### config.mk
export PLATFORM = sky130hd
export DESIGN_NAME = mem_stage
export DESIGN_NICKNAME = d
export VERILOG_FILES = /design/src/rtl/mem_stage.sv
export SDC_FILE = /design/constraint.sdc
export NUM_CORES = 1
export LEC_CHECK = 0
export BUFFER_PORTS_ARGS = -buffer_cell sky130_fd_sc_hd__buf_2
export CAP_MARGIN = 20
export CELL_PAD_IN_SITES_DETAIL_PLACEMENT = 1
export CELL_PAD_IN_SITES_GLOBAL_PLACEMENT = 1
export CORE_ASPECT_RATIO = 2
export CORE_MARGIN = 3
export CORE_UTILIZATION = 39
export CTS_CLUSTER_SIZE = 8
export DETAILED_ROUTE_END_ITERATION = 16
export MAX_ROUTING_LAYER = met4
export PLACE_DENSITY = 0.86
export SLEW_MARGIN = 25
export SYNTH_ARGS = -nofsm -noshare
export SYNTH_HDL_FRONTEND = slang
export SYNTH_SLANG_ARGS = --single-unit
### constraint.sdc
create_clock -name clk -period 13 [get_ports clk]
set_clock_uncertainty 0.05 [all_clocks]
set_input_delay 1.95 -clock clk [delete_from_list [all_inputs] [get_ports clk]]
set_output_delay 1.95 -clock clk [all_outputs]
set_load 0.01 [all_outputs]
### src/rtl/mem_stage.sv
// mem_stage: memory-access pipeline stage between the EX/MEM and MEM/WB registers.
// Ports: EX/MEM inputs (ex_*); a request/ack data-memory port (dm_*); upstream stall (mem_stall);
//        MEM/WB register outputs (wb_*); mem_err pulses alongside wb_valid when an access timed out.
// Latency: non-memory ops take 1 cycle; memory ops take k+1 cycles (ack in k-th dm_req cycle); stall holds EX/MEM meanwhile.
module mem_stage #(
  parameter int DATA_W  = 32,
  parameter int INSTR_W = 32,
  parameter int TIMEOUT = 16
) (
  input  logic               clk,
  input  logic               rst,
  input  logic               ex_valid,
  input  logic [DATA_W-1:0]  ex_alu_out,
  input  logic [DATA_W-1:0]  ex_store_data,
  input  logic               ex_mem_read,
  input  logic               ex_mem_write,
  input  logic [INSTR_W-1:0] ex_instruction,
  output logic               mem_stall,
  output logic               dm_req,
  output logic               dm_we,
  output logic [DATA_W-1:0]  dm_addr,
  output logic [DATA_W-1:0]  dm_wdata,
  input  logic [DATA_W-1:0]  dm_rdata,
  input  logic               dm_ack,
  output logic               wb_valid,
  output logic [DATA_W-1:0]  wb_alu_out,
  output logic [DATA_W-1:0]  wb_mem_data,
  output logic               wb_is_load,
  output logic [INSTR_W-1:0] wb_instruction,
  output logic               mem_err
);

  // A zero-width counter is illegal, so TIMEOUT=0 still gets one (unused) bit.
  localparam int CNT_W = (TIMEOUT > 0) ? $clog2(TIMEOUT + 1) : 1;
  localparam logic [CNT_W-1:0] CNT_LAST = CNT_W'(TIMEOUT - 1);

  typedef enum logic {IDLE, ACCESS} state_t;

  state_t           state, state_nxt;
  logic [CNT_W-1:0] cnt;
  logic             mem_op;
  logic             timeout_hit;
  logic             done;

  assign mem_op = ex_valid & (ex_mem_read | ex_mem_write);

  always_ff @(posedge clk or posedge rst) begin
    if (rst) state <= IDLE;
    else     state <= state_nxt;
  end

  always_comb begin
    state_nxt   = state;
    mem_stall   = 1'b0;
    done        = 1'b0;
    timeout_hit = (TIMEOUT != 0) && (cnt == CNT_LAST);
    case (state)
      IDLE: begin
        if (mem_op) begin
          mem_stall = 1'b1;
          state_nxt = ACCESS;
        end
      end
      ACCESS: begin
        // An ack arriving on the timeout cycle still counts as a normal completion.
        done      = dm_ack | timeout_hit;
        mem_stall = ~done;
        if (done) state_nxt = IDLE;
      end
      default: state_nxt = IDLE;
    endcase
  end

  always_ff @(posedge clk or posedge rst) begin
    if (rst) begin
      cnt            <= '0;
      dm_req         <= 1'b0;
      dm_we          <= 1'b0;
      dm_addr        <= '0;
      dm_wdata       <= '0;
      wb_valid       <= 1'b0;
      wb_alu_out     <= '0;
      wb_mem_data    <= '0;
      wb_is_load     <= 1'b0;
      wb_instruction <= '0;
      mem_err        <= 1'b0;
    end else begin
      case (state)
        IDLE: begin
          mem_err <= 1'b0;
          if (mem_op) begin
            // Launch the access; MEM/WB gets a bubble while it is in flight.
            dm_req   <= 1'b1;
            dm_we    <= ex_mem_write;
            dm_addr  <= ex_alu_out;
            dm_wdata <= ex_store_data;
            cnt      <= '0;
            wb_valid <= 1'b0;
          end else begin
            dm_req         <= 1'b0;
            wb_valid       <= ex_valid;
            wb_alu_out     <= ex_alu_out;
            wb_instruction <= ex_instruction;
            wb_is_load     <= 1'b0;
            wb_mem_data    <= '0;
          end
        end
        ACCESS: begin
          if (done) begin
            // Upstream has been holding EX/MEM, so its fields still describe this access.
            dm_req         <= 1'b0;
            wb_valid       <= 1'b1;
            wb_alu_out     <= ex_alu_out;
            wb_instruction <= ex_instruction;
            wb_is_load     <= ex_mem_read & ~ex_mem_write;
            wb_mem_data    <= dm_ack ? dm_rdata : '0;
            mem_err        <= ~dm_ack;
          end else begin
            cnt      <= cnt + CNT_W'(1);
            wb_valid <= 1'b0;
            mem_err  <= 1'b0;
          end
        end
        default: begin
          dm_req   <= 1'b0;
          wb_valid <= 1'b0;
          mem_err  <= 1'b0;
        end
      endcase
    end
  end

endmodule
==> results.sh, run 1 <==
export IMPL_outcome="completed"
export IMPL_rsz0062_at_grt="no"
export IMPL_max_vdd_ir_drop_mv=0.0992
export IMPL_io_buffer_count=299
export IMPL_slew_viol_final=0
export IMPL_final_hold_viol_count=0
export IMPL_regToRegSetupSlack_ns=10.37
export IMPL_cts_root_buffer="clkbuf_16"
export IMPL_netlist_top_cells_area="dfrtp_1 (67%), mux2_2 (22%), a22o_1 (4.8%)"
export IMPL_core_area_um2=15900
export IMPL_post_dp_hpwl_mm=14.0
export IMPL_final_setup_viol_count=0
export IMPL_ys_seq_area_frac=0.675
export IMPL_worstPathMaxFanout=41
export IMPL_die_h_um=186
export IMPL_area_delta_synth_final_pct=36.0
export IMPL_critPathLaunchType="primary input"
export IMPL_synth_cells=386
export IMPL_synth_area_per_cell_um2=16.4
export IMPL_maxCapViolCount=0
export IMPL_rows=65
export IMPL_drc=0
export IMPL_p_leak_uw=0.00430
export IMPL_grt_pass1_vias=5271
export IMPL_maxSlewHeadroom=0.377
export IMPL_fillCellCount=1682
export IMPL_grt_usage=0.225
export IMPL_post_route_min_period_ns=5.30
export IMPL_cts_buffer_depth=2
export IMPL_ctsHtreeMaxLevel=4
export IMPL_tns_ns=0
export IMPL_synth_top_area_frac=0.675
export IMPL_grt_overflow=0
export IMPL_ys_types=27
export IMPL_num_vias=4602
export IMPL_post_cts_repair_setup_buffers=0
export IMPL_syn_area_um2=6340
export IMPL_arrival_ns=3.30
export IMPL_drt_iter0_drc=94
export IMPL_nets=822
export IMPL_p_per_area_nw_per_um2=177
export IMPL_clk_pin_slew_worst_paths_ns=0.07
export IMPL_drt_pass1_iterations=4
export IMPL_dieArea_um2=17900
export IMPL_fmax_mhz=189
export IMPL_die_width_um=96.2
export IMPL_clk_latency_ns=0.42
export IMPL_worst_setup_path_end_kind="output pin"
export IMPL_cts_sinks=171
export IMPL_grt_max_degree=97
export IMPL_required_ns=11.00
export IMPL_viasPerCell=5.06
export IMPL_start_util=0.400
export IMPL_antenna_left=0
export IMPL_grt_pass1_wl_mm=29.0
export IMPL_cts_buffers=17
export IMPL_cts_hold_buf=0
export IMPL_ys_warn_count=0
export IMPL_wl_mm=19.3
export IMPL_postSynthRegisterBits=171
export IMPL_antenna_found_initial=9
export IMPL_gp_congestion=0.829
export IMPL_hp_class="register to register"
export IMPL_critPathKind="primary input to output pin"
export IMPL_period_share=0.408
export IMPL_yosysTopAreaCell="dfrtp_1"
export IMPL_drive_gt1_frac=0.667
export IMPL_tritoncts="done"
export IMPL_post_route_util=0.544
export IMPL_cts_resized=0
export IMPL_worstMarginPinSlew_ns=0.934
export IMPL_ioPinCount=300
export IMPL_syn_nets=522
export IMPL_wl_per_cell_um=21.3
Yosys cell counts:
| cell | count |
|---|---|
| dfrtp_1 | 171 |
| mux2_2 | 124 |
| o21ai_0 | 5 |
| a21oi_4 | 1 |
| a22o_1 | 35 |
| nand4b_1 | 1 |
| nand2_1 | 1 |
| clkbuf_1 | 6 |
| inv_2 | 1 |
| nor3b_2 | 1 |
| or4b_2 | 1 |
| nor2_1 | 2 |
| o22ai_1 | 1 |
| nor2b_1 | 1 |
| inv_1 | 4 |
| or2_1 | 1 |
| and3_1 | 1 |
| ha_1 | 2 |
| or3b_2 | 1 |
| mux2i_1 | 2 |
| mux2_1 | 4 |
| nand2b_1 | 1 |
| nand4_1 | 1 |
| buf_2 | 15 |
| o21a_1 | 1 |
| and3b_1 | 1 |
| and2_1 | 1 |
sequential cells by signal, indices dropped and copies added, names as in the netlist:
signal and count:
dm_req 1, wb_mem_data 32, dm_addr 32, state 1, dm_wdata 32, dm_we 1
cnt 5, mem_err 1, wb_alu_out 32, wb_instruction 32, wb_valid 1, wb_is_load 1
per-layer routing:
metal	vias to the layer above	share of wire	track usage	wire, um
li1	1995	-	-	-
met1	2319	0.33	0.215	6350
met2	224	0.57	0.396	11000
met3	64	0.050	0.0391	973
met4	0	0.054	0.146	1040
met5	-	0	-	0
kinds of logic after synthesis:
group,count (synthesis),share of synthesized area
flops,171,0.675
mux,130,0.230
compound gates,43,0.0570
buf+inv,26,0.0183
simple gates,14,0.0154
fa+ha+maj,2,0.00395
worst max-delay path: stages:
cell and delay, ns:
buf_2 0.13, nor3b_2 0.36, a21oi_4 0.06, inv_2 0.52, buf_2 0.26
stage by stage:
| step | total power (uW) | hold slack [ns] | setup slack (ns) | area [um^2] | instances |
|---|---|---|---|---|---|
| after floorplan | 870 | 0.381 | 6.37 | 6340 | 386 |
| final | 1530 | 0.446 | 7.70 | 8620 | 909 |
| after CTS | 1550 | 0.450 | 7.69 | 8600 | 900 |
| after global routing | 1600 | 0.456 | 7.58 | 8620 | 909 |
| after global placement | 1020 | 0.413 | 7.78 | 8030 | 868 |
| after detailed placement | 1040 | 0.428 | 7.74 | 8030 | 868 |
final cells by class:
type,instances,area (um^2),area share
flip-flops and latches,171,4280,0.496
inverters,5,23.8,0.00276
clock inverters,13,120,0.0139
diodes,9,22.5,0.00261
clock buffers,19,453,0.0525
multi-input cells,189,1950,0.227
well taps,201,251,0.0292
repair buffers,302,1520,0.176
where the power goes:
part	total, uW	internal, uW	switching, uW
Clock	495	275	220
Combinational	343	167	176
Sequential	689	630	58.4
placed cells by master, fill, tap and decap left out, drive strengths merged, types with 2 or more instances in the layout:
master	count
clkbuf	19
diode	9
inv	6
dfrtp	171
ha	2
a22o	35
clkinvlp	3
clkinv	8
mux2	128
buf	302
mux2i	2
nor2	2
o21ai	5
final timing paths:
path,startpoint,to,cells past startpoint
setup reg to reg,cnt[0]$_DFFE_PP0P_,wb_alu_out[28]$_DFFE_PP0P_,7
setup / recovery,dm_ack,mem_stall,5
max in group asynchronous,rst,wb_instruction[1]$_DFFE_PP0P_,3
hold reg to reg,wb_mem_data[16]$_DFFE_PP0P_,wb_mem_data[16]$_DFFE_PP0P_,1
min in group asynchronous,rst,wb_instruction[21]$_DFFE_PP0P_,2
hold / removal,wb_mem_data[16]$_DFFE_PP0P_,wb_mem_data[16]$_DFFE_PP0P_,1
No activity file was read; power rests on OpenSTA's default activity.
==> run 2, diff against run 1 <==
--- a/config.mk
+++ b/config.mk
@@ -5,17 +5,18 @@
 export SDC_FILE = /design/constraint.sdc
 export NUM_CORES = 1
 export LEC_CHECK = 0
+export ABC_AREA = 1
 export BUFFER_PORTS_ARGS = -buffer_cell sky130_fd_sc_hd__buf_2
 export CAP_MARGIN = 20
 export CELL_PAD_IN_SITES_DETAIL_PLACEMENT = 1
 export CELL_PAD_IN_SITES_GLOBAL_PLACEMENT = 1
 export CORE_ASPECT_RATIO = 2
 export CORE_MARGIN = 3
-export CORE_UTILIZATION = 39
+export CORE_UTILIZATION = 34
 export CTS_CLUSTER_SIZE = 8
 export DETAILED_ROUTE_END_ITERATION = 16
 export MAX_ROUTING_LAYER = met4
-export PLACE_DENSITY = 0.86
+export PLACE_DENSITY = 0.81
 export SLEW_MARGIN = 25
 export SYNTH_ARGS = -nofsm -noshare
 export SYNTH_HDL_FRONTEND = slang
==> constraint.sdc (replaced) <==
create_clock -name clk -period 5.3 [get_ports clk]
set_clock_uncertainty 0.05 [all_clocks]
set_input_delay 0.795 -clock clk [delete_from_list [all_inputs] [get_ports clk]]
set_output_delay 0.795 -clock clk [all_outputs]
set_load 0.01 [all_outputs]
==> results.sh, run 2 <==
export IMPL_route_met3_wl_mm=1.24
export IMPL_drive_gt1_frac=0.329
export IMPL_comb_power_share=0.219
export IMPL_synth_top_area_frac=0.634
export IMPL_cts_buffers=17
export IMPL_drt_iter0_drc=294
export IMPL_crit_path_max_incr_delay_ns=0.50
export IMPL_clk_pin_slew_worst_paths_ns=0.06
export IMPL_maxCapViolCount=0
export IMPL_post_cts_repair_setup_buffers=0
export IMPL_ys_warn_count=0
export IMPL_wl_mm=22.8
export IMPL_final_common_cell="nand2_1"
export IMPL_grt_max_degree=172
export IMPL_syn_nets=895
export IMPL_ys_types=15
export IMPL_max_vdd_ir_drop_mv=0.201
export IMPL_fmax_mhz=307
export IMPL_rsz0062_at_grt="no"
export IMPL_fillCellCount=2430
export IMPL_cts_sinks=171
export IMPL_antenna_found_initial=1
export IMPL_critPathKind="primary input to output pin"
export IMPL_cts_hold_buf=0
export IMPL_tritoncts="done"
export IMPL_synth_edff_count=0
export IMPL_post_route_min_period_ns=3.26
export IMPL_grt_usage=0.217
export IMPL_min_to="wb_mem_data[9]$_DFFE_PP0P_"
export IMPL_synth_most_common_cell="nand2_1"
export IMPL_cts_root_buffer="clkbuf_16"
export IMPL_crit_buf_inv=3
export IMPL_nets=1170
export IMPL_gp_congestion=0.800
export IMPL_p_int_uw=2630
export IMPL_critPathLaunchType="primary input"
export IMPL_worstPathMaxFanout=60
export IMPL_ctsHtreeMaxLevel=4
export IMPL_antenna_left=0
export IMPL_netlist_top_cells_area="dfrtp_1 (63%), nand2_1 (21%), nand3_1 (10%)"
export IMPL_final_setup_viol_count=0
export IMPL_grt_pass1_vias=6650
export IMPL_cts_resized=0
export IMPL_r2r_end="wb_alu_out[12]$_DFFE_PP0P_"
export IMPL_cpMaxStageDelayCell="nand2_4"
export IMPL_ys_seq_area_frac=0.634
export IMPL_finalWorstSetupSlack_ns=2.04
export IMPL_num_vias=6213
export IMPL_grt_pass1_wl_mm=35.5
export IMPL_async_flop_share=1.00
export IMPL_clk_latency_ns=0.43
export IMPL_cts_buffer_depth=2
export IMPL_regToRegSetupSlack_ns=2.60
export IMPL_tns_ns=0
export IMPL_switchingPower_uw=1190
export IMPL_die_width_um=106
export IMPL_p_leak_uw=0.00526
export IMPL_drt_met1_wl_mm=8.58
export IMPL_wl_per_cell_um=17.4
export IMPL_required_ns=4.45
export IMPL_most_common_layout_cells="nand2_1 (371), buf_2 (299), dfrtp_1 (171)"
export IMPL_yosysTopAreaCell="dfrtp_1"
export IMPL_period_share=0.615
export IMPL_p_per_area_nw_per_um2=422
export IMPL_crit_chain="buf_2 > inv_1 > nand2_2 > nand2_4 > nand2_4 > buf_2"
export IMPL_postSynthRegisterBits=171
export IMPL_post_dp_hpwl_mm=15.5
export IMPL_synth_ff_type="dfrtp_1"
export IMPL_core_area_um2=19500
export IMPL_min_delay_start="wb_mem_data[9]$_DFFE_PP0P_"
export IMPL_drc=0
export IMPL_switching_share=0.311
export IMPL_viasPerCell=4.75
export IMPL_seqPwrFrac=0.435
export IMPL_place_ws_ns=2.04
export IMPL_worst_setup_path_end_kind="output pin"
export IMPL_r2r_start="cnt[0]$_DFFE_PP0P_"
export IMPL_met2_length_mm=12.3
export IMPL_rows=72
export IMPL_highest_layer="met4"
export IMPL_die_h_um=205
export IMPL_synth_cells=759
export IMPL_syn_area_um2=6750
export IMPL_maxSlewHeadroom=0.343
export IMPL_area_delta_synth_final_pct=33.9
export IMPL_grt_overflow=0
export IMPL_worstMarginPinSlew_ns=0.985
export IMPL_dieArea_um2=21700
export IMPL_post_route_util=0.465
export IMPL_hp_class="register to register"
export IMPL_outcome="completed"
export IMPL_synth_area_per_cell_um2=8.89
export IMPL_clkPwrFrac=0.346
export IMPL_arrival_ns=2.41
export IMPL_drt_pass1_iterations=4
export IMPL_hold_path_depth=2
export IMPL_slew_viol_final=0
export IMPL_path_delay_family="simple AND/OR/NAND/NOR gates"
export IMPL_reg2reg_depth=10
export IMPL_ioPinCount=300
export IMPL_final_hold_viol_count=0
export IMPL_start_util=0.347
export IMPL_yosys_top_cells_count="nand2_1 (373), dfrtp_1 (171), nand3_1 (138)"
export IMPL_io_buffer_count=299
run 2: cell types whose count changed after synthesis, sizes merged, moves of 2 or more:
cell / change
a22o: -35
mux2i: -2
inv: +8
buf: +29
mux2: -128
nand3: +138
nor2: +4
o21ai: -3
nand2: +374
run 2: cell type report:
| cell class | count | area (um^2) | share of cell area |
|---|---|---|---|
| antenna | 2 | 5.00 | 0.000554 |
| sequential | 171 | 4280 | 0.473 |
| clock inverter | 9 | 135 | 0.0149 |
| tap | 259 | 324 | 0.0358 |
| clock buffer | 23 | 488 | 0.0540 |
| timing repair buffer | 305 | 1550 | 0.172 |
| multi-input combinational | 526 | 2200 | 0.244 |
| inverter | 13 | 52.6 | 0.00581 |
run 2: worst max path at each step:
| stage | start | to | depth (start not counted) |
|---|---|---|---|
| global route | ex_mem_write | mem_stall | 6 |
| floorplan | rst | cnt[0]$_DFFE_PP0P_ | 1 |
| global placement | ex_mem_write | mem_stall | 6 |
| CTS | cnt[0]$_DFFE_PP0P_ | mem_stall | 8 |
| finish | ex_mem_write | mem_stall | 6 |
| detailed placement | ex_mem_write | mem_stall | 6 |
run 2: power by group through the flow:
stage | Combinational [uW] | Sequential (uW) | Clock (uW)
6_report | 835 | 1660 | 1320
2_1_floorplan | 323 | 1780 | 0
3_5_place_dp | 853 | 1680 | 0
5_1_grt | 929 | 1690 | 1420
3_3_place_gp | 828 | 1670 | 0
4_1_cts | 855 | 1660 | 1360
run 2: metal layers:
layer	global-route usage	vias to the layer above
met1	0.230	3007
met3	0.0556	40
met4	0.0862	0
met5	-	-
li1	-	2946
met2	0.385	220
run 2: logic make-up (layout without fill, tap and decap cells):
logic type,after synthesis,in the layout,share of synthesized area
AND/OR/NAND/NOR,522,522,0.318
flip-flops,171,171,0.634
buffers and inverters,62,350,0.0430
adder cells (fa/ha/maj),2,2,0.00371
AO/OA/AOI/OAI,2,2,0.00148
other,0,2,0
run 2: stage by stage:
step / instances / cell area (um^2) / hold WS, ns / power [uW]
final: 1308 / 9040 / 0.416 / 3820
after floorplan: 759 / 6750 / 0.426 / 2110
after global placement: 1274 / 8410 / 0.398 / 2500
after detailed placement: 1274 / 8410 / 0.403 / 2530
after CTS: 1306 / 9030 / 0.420 / 3880
after global routing: 1307 / 9040 / 0.432 / 4040
run 2: worst register-to-register path, delay by kind of cell, from the launching register on:
family,cells,cell delay [ns]
AND/OR/NAND/NOR,7,1.09
buffers and inverters,1,0.63
adder cells (fa/ha/maj),2,0.45
flip-flops,1,0.43
==> run 3, diff against run 2 <==
--- a/config.mk
+++ b/config.mk
@@ -12,11 +12,11 @@
 export CELL_PAD_IN_SITES_GLOBAL_PLACEMENT = 1
 export CORE_ASPECT_RATIO = 2
 export CORE_MARGIN = 3
-export CORE_UTILIZATION = 34
+export CORE_UTILIZATION = 30
 export CTS_CLUSTER_SIZE = 8
 export DETAILED_ROUTE_END_ITERATION = 16
 export MAX_ROUTING_LAYER = met4
-export PLACE_DENSITY = 0.81
+export PLACE_DENSITY = 0.76
 export SLEW_MARGIN = 25
 export SYNTH_ARGS = -nofsm -noshare
 export SYNTH_HDL_FRONTEND = slang
==> constraint.sdc (replaced) <==
create_clock -name clk -period 2.9 [get_ports clk]
set_clock_uncertainty 0.05 [all_clocks]
set_input_delay 0.435 -clock clk [delete_from_list [all_inputs] [get_ports clk]]
set_output_delay 0.435 -clock clk [all_outputs]
set_load 0.01 [all_outputs]
==> results.sh, run 3 (synthesis results as in run 2) <==
export IMPL_critPathKind="register to output pin"
export IMPL_rows=77
export IMPL_crit_buf_inv=1
export IMPL_cts_buffers=17
export IMPL_die_width_um=112
export IMPL_wl_mm=23.5
export IMPL_worst_setup_path_end_kind="output pin"
export IMPL_outcome="completed"
export IMPL_core_area_um2=22200
export IMPL_top_usage_layer="met2"
export IMPL_grt_max_degree=75
export IMPL_met3_usage=0.0369
export IMPL_gp_congestion=0.834
export IMPL_grt_use_met2=0.356
export IMPL_post_dp_hpwl_mm=16.4
export IMPL_cts_resized=0
export IMPL_start_util=0.305
export IMPL_max_vdd_ir_drop_mv=0.440
export IMPL_dieArea_um2=24400
export IMPL_grt_overflow=0
export IMPL_p_leak_uw=0.00530
export IMPL_worstPathMaxFanout=10
export IMPL_io_buffer_count=299
export IMPL_ioPinCount=300
export IMPL_area_delta_synth_final_pct=35.1
export IMPL_comb_power_share=0.233
export IMPL_path_delay_family="simple AND/OR/NAND/NOR gates"
export IMPL_grt_pass1_vias=6733
export IMPL_tns_ns=0
export IMPL_slew_viol_final=0
export IMPL_num_vias=6303
export IMPL_maxCapViolCount=0
export IMPL_cts_buffer_depth=2
export IMPL_clk_latency_ns=0.43
export IMPL_final_hold_viol_count=0
export IMPL_grt_pass1_wl_mm=36.6
export IMPL_post_cts_repair_setup_buffers=0
export IMPL_rsz0062_at_grt="no"
export IMPL_cpMaxStageDelayCell="dfrtp_1"
export IMPL_cts_sinks=171
export IMPL_ctsHtreeMaxLevel=4
export IMPL_final_setup_viol_count=0
export IMPL_worstMarginPinSlew_ns=0.819
export IMPL_fin_area_um2=9120
export IMPL_crit_path_max_incr_delay_ns=0.42
export IMPL_fmax_mhz=388
export IMPL_cts_root_buffer="clkbuf_16"
export IMPL_drt_iter0_drc=335
export IMPL_post_route_util=0.412
export IMPL_maxSlewHeadroom=0.454
export IMPL_final_common_cell="nand2_1"
export IMPL_arrival_ns=2.09
export IMPL_postPlaceCellArea_um2=8570
export IMPL_antenna_found_initial=4
export IMPL_switching_share=0.325
export IMPL_clkPwrFrac=0.313
export IMPL_clk_pin_slew_worst_paths_ns=0.07
export IMPL_tritoncts="done"
export IMPL_antenna_left=0
export IMPL_drt_pass1_iterations=4
export IMPL_wl_per_cell_um=17.5
export IMPL_required_ns=2.41
export IMPL_viasPerCell=4.70
export IMPL_p_int_uw=4520
export IMPL_drive_gt1_frac=0.334
export IMPL_critPathLaunchType="register"
export IMPL_grt_usage=0.199
export IMPL_period_share=0.889
export IMPL_seqPwrFrac=0.453
export IMPL_die_h_um=218
export IMPL_nets=1182
export IMPL_cts_hold_buf=0
export IMPL_fillCellCount=2740
export IMPL_drc=0
export IMPL_post_route_min_period_ns=2.58
export IMPL_p_per_area_nw_per_um2=735
export IMPL_switchingPower_uw=2180
export IMPL_hp_class="primary input to asynchronous set/reset pin"
export IMPL_most_common_layout_cells="nand2_1 (371), buf_2 (299), dfrtp_1 (171)"
export IMPL_crit_chain="ha_1 > nand2_1 > nor2_1 > ha_1 > nor2_1 > nand2_2 > nand2_4 > buf_2"
export IMPL_use_met1=0.206
export IMPL_timing_hold_ws_ns=0.0838
-- run 3: cell count changes in the layout (fill, tap and decap cells not counted), sizes merged --
cell / change
bufinv: -3
diode: +3
buf: +12
clkbuf: -1
clkinv: +4
-- run 3: path summary, 6_finish.rpt --
| path | startpoint | end | slack, ns | depth (start not counted) |
|---|---|---|---|---|
| max | cnt[0]$_DFFE_PP0P_ | mem_stall | 0.32 | 8 |
| min | rst | wb_mem_data[0]$_DFFE_PP0P_ | 0.08 | 2 |
| max reg2reg | cnt[0]$_DFFE_PP0P_ | wb_instruction[1]$_DFFE_PP0P_ | 0.78 | 10 |
| min reg2reg | wb_mem_data[20]$_DFFE_PP0P_ | wb_mem_data[20]$_DFFE_PP0P_ | 0.42 | 2 |
| max in group asynchronous | rst | wb_mem_data[3]$_DFFE_PP0P_ | 2.01 | 3 |
| min in group clk | dm_rdata[18] | wb_mem_data[18]$_DFFE_PP0P_ | 0.15 | 3 |
-- run 3: layout make-up --
| type | count | area (um^2) | share of cell area |
|---|---|---|---|
| diodes | 5 | 12.5 | 0.00137 |
| clock buffers | 22 | 464 | 0.0509 |
| clock inverters | 10 | 68.8 | 0.00755 |
| inverters | 13 | 52.6 | 0.00576 |
| multi-input cells | 526 | 2200 | 0.241 |
| flip-flops and latches | 171 | 4280 | 0.469 |
| well taps | 276 | 345 | 0.0379 |
| repair buffers | 317 | 1690 | 0.186 |
-- run 3: per-stage QoR --
step           setup WS, ns  instances  total power (uW)
6_report              0.322       1340              6700
5_1_grt               0.162       1339              7110
4_1_cts               0.260       1335              6830
3_5_place_dp          0.802       1303              4670
3_3_place_gp          0.849       1303              4620
2_1_floorplan         0.232        759              3850
-- run 3: layer usage --
metal,routed length [um],vias to the layer above
met3,976,41
li1,-,2967
met1,8680,3071
met2,13000,224
met5,0,-
met4,867,0
-- run 3: power by group through the flow --
| stage | Clock (uW) | Combinational [uW] | Sequential, uW |
|---|---|---|---|
| floorplan | 0 | 590 | 3260 |
| global placement | 0 | 1560 | 3060 |
| detailed placement | 0 | 1600 | 3080 |
| CTS | 2190 | 1600 | 3040 |
| global route | 2280 | 1740 | 3090 |
| finish | 2100 | 1560 | 3040 |
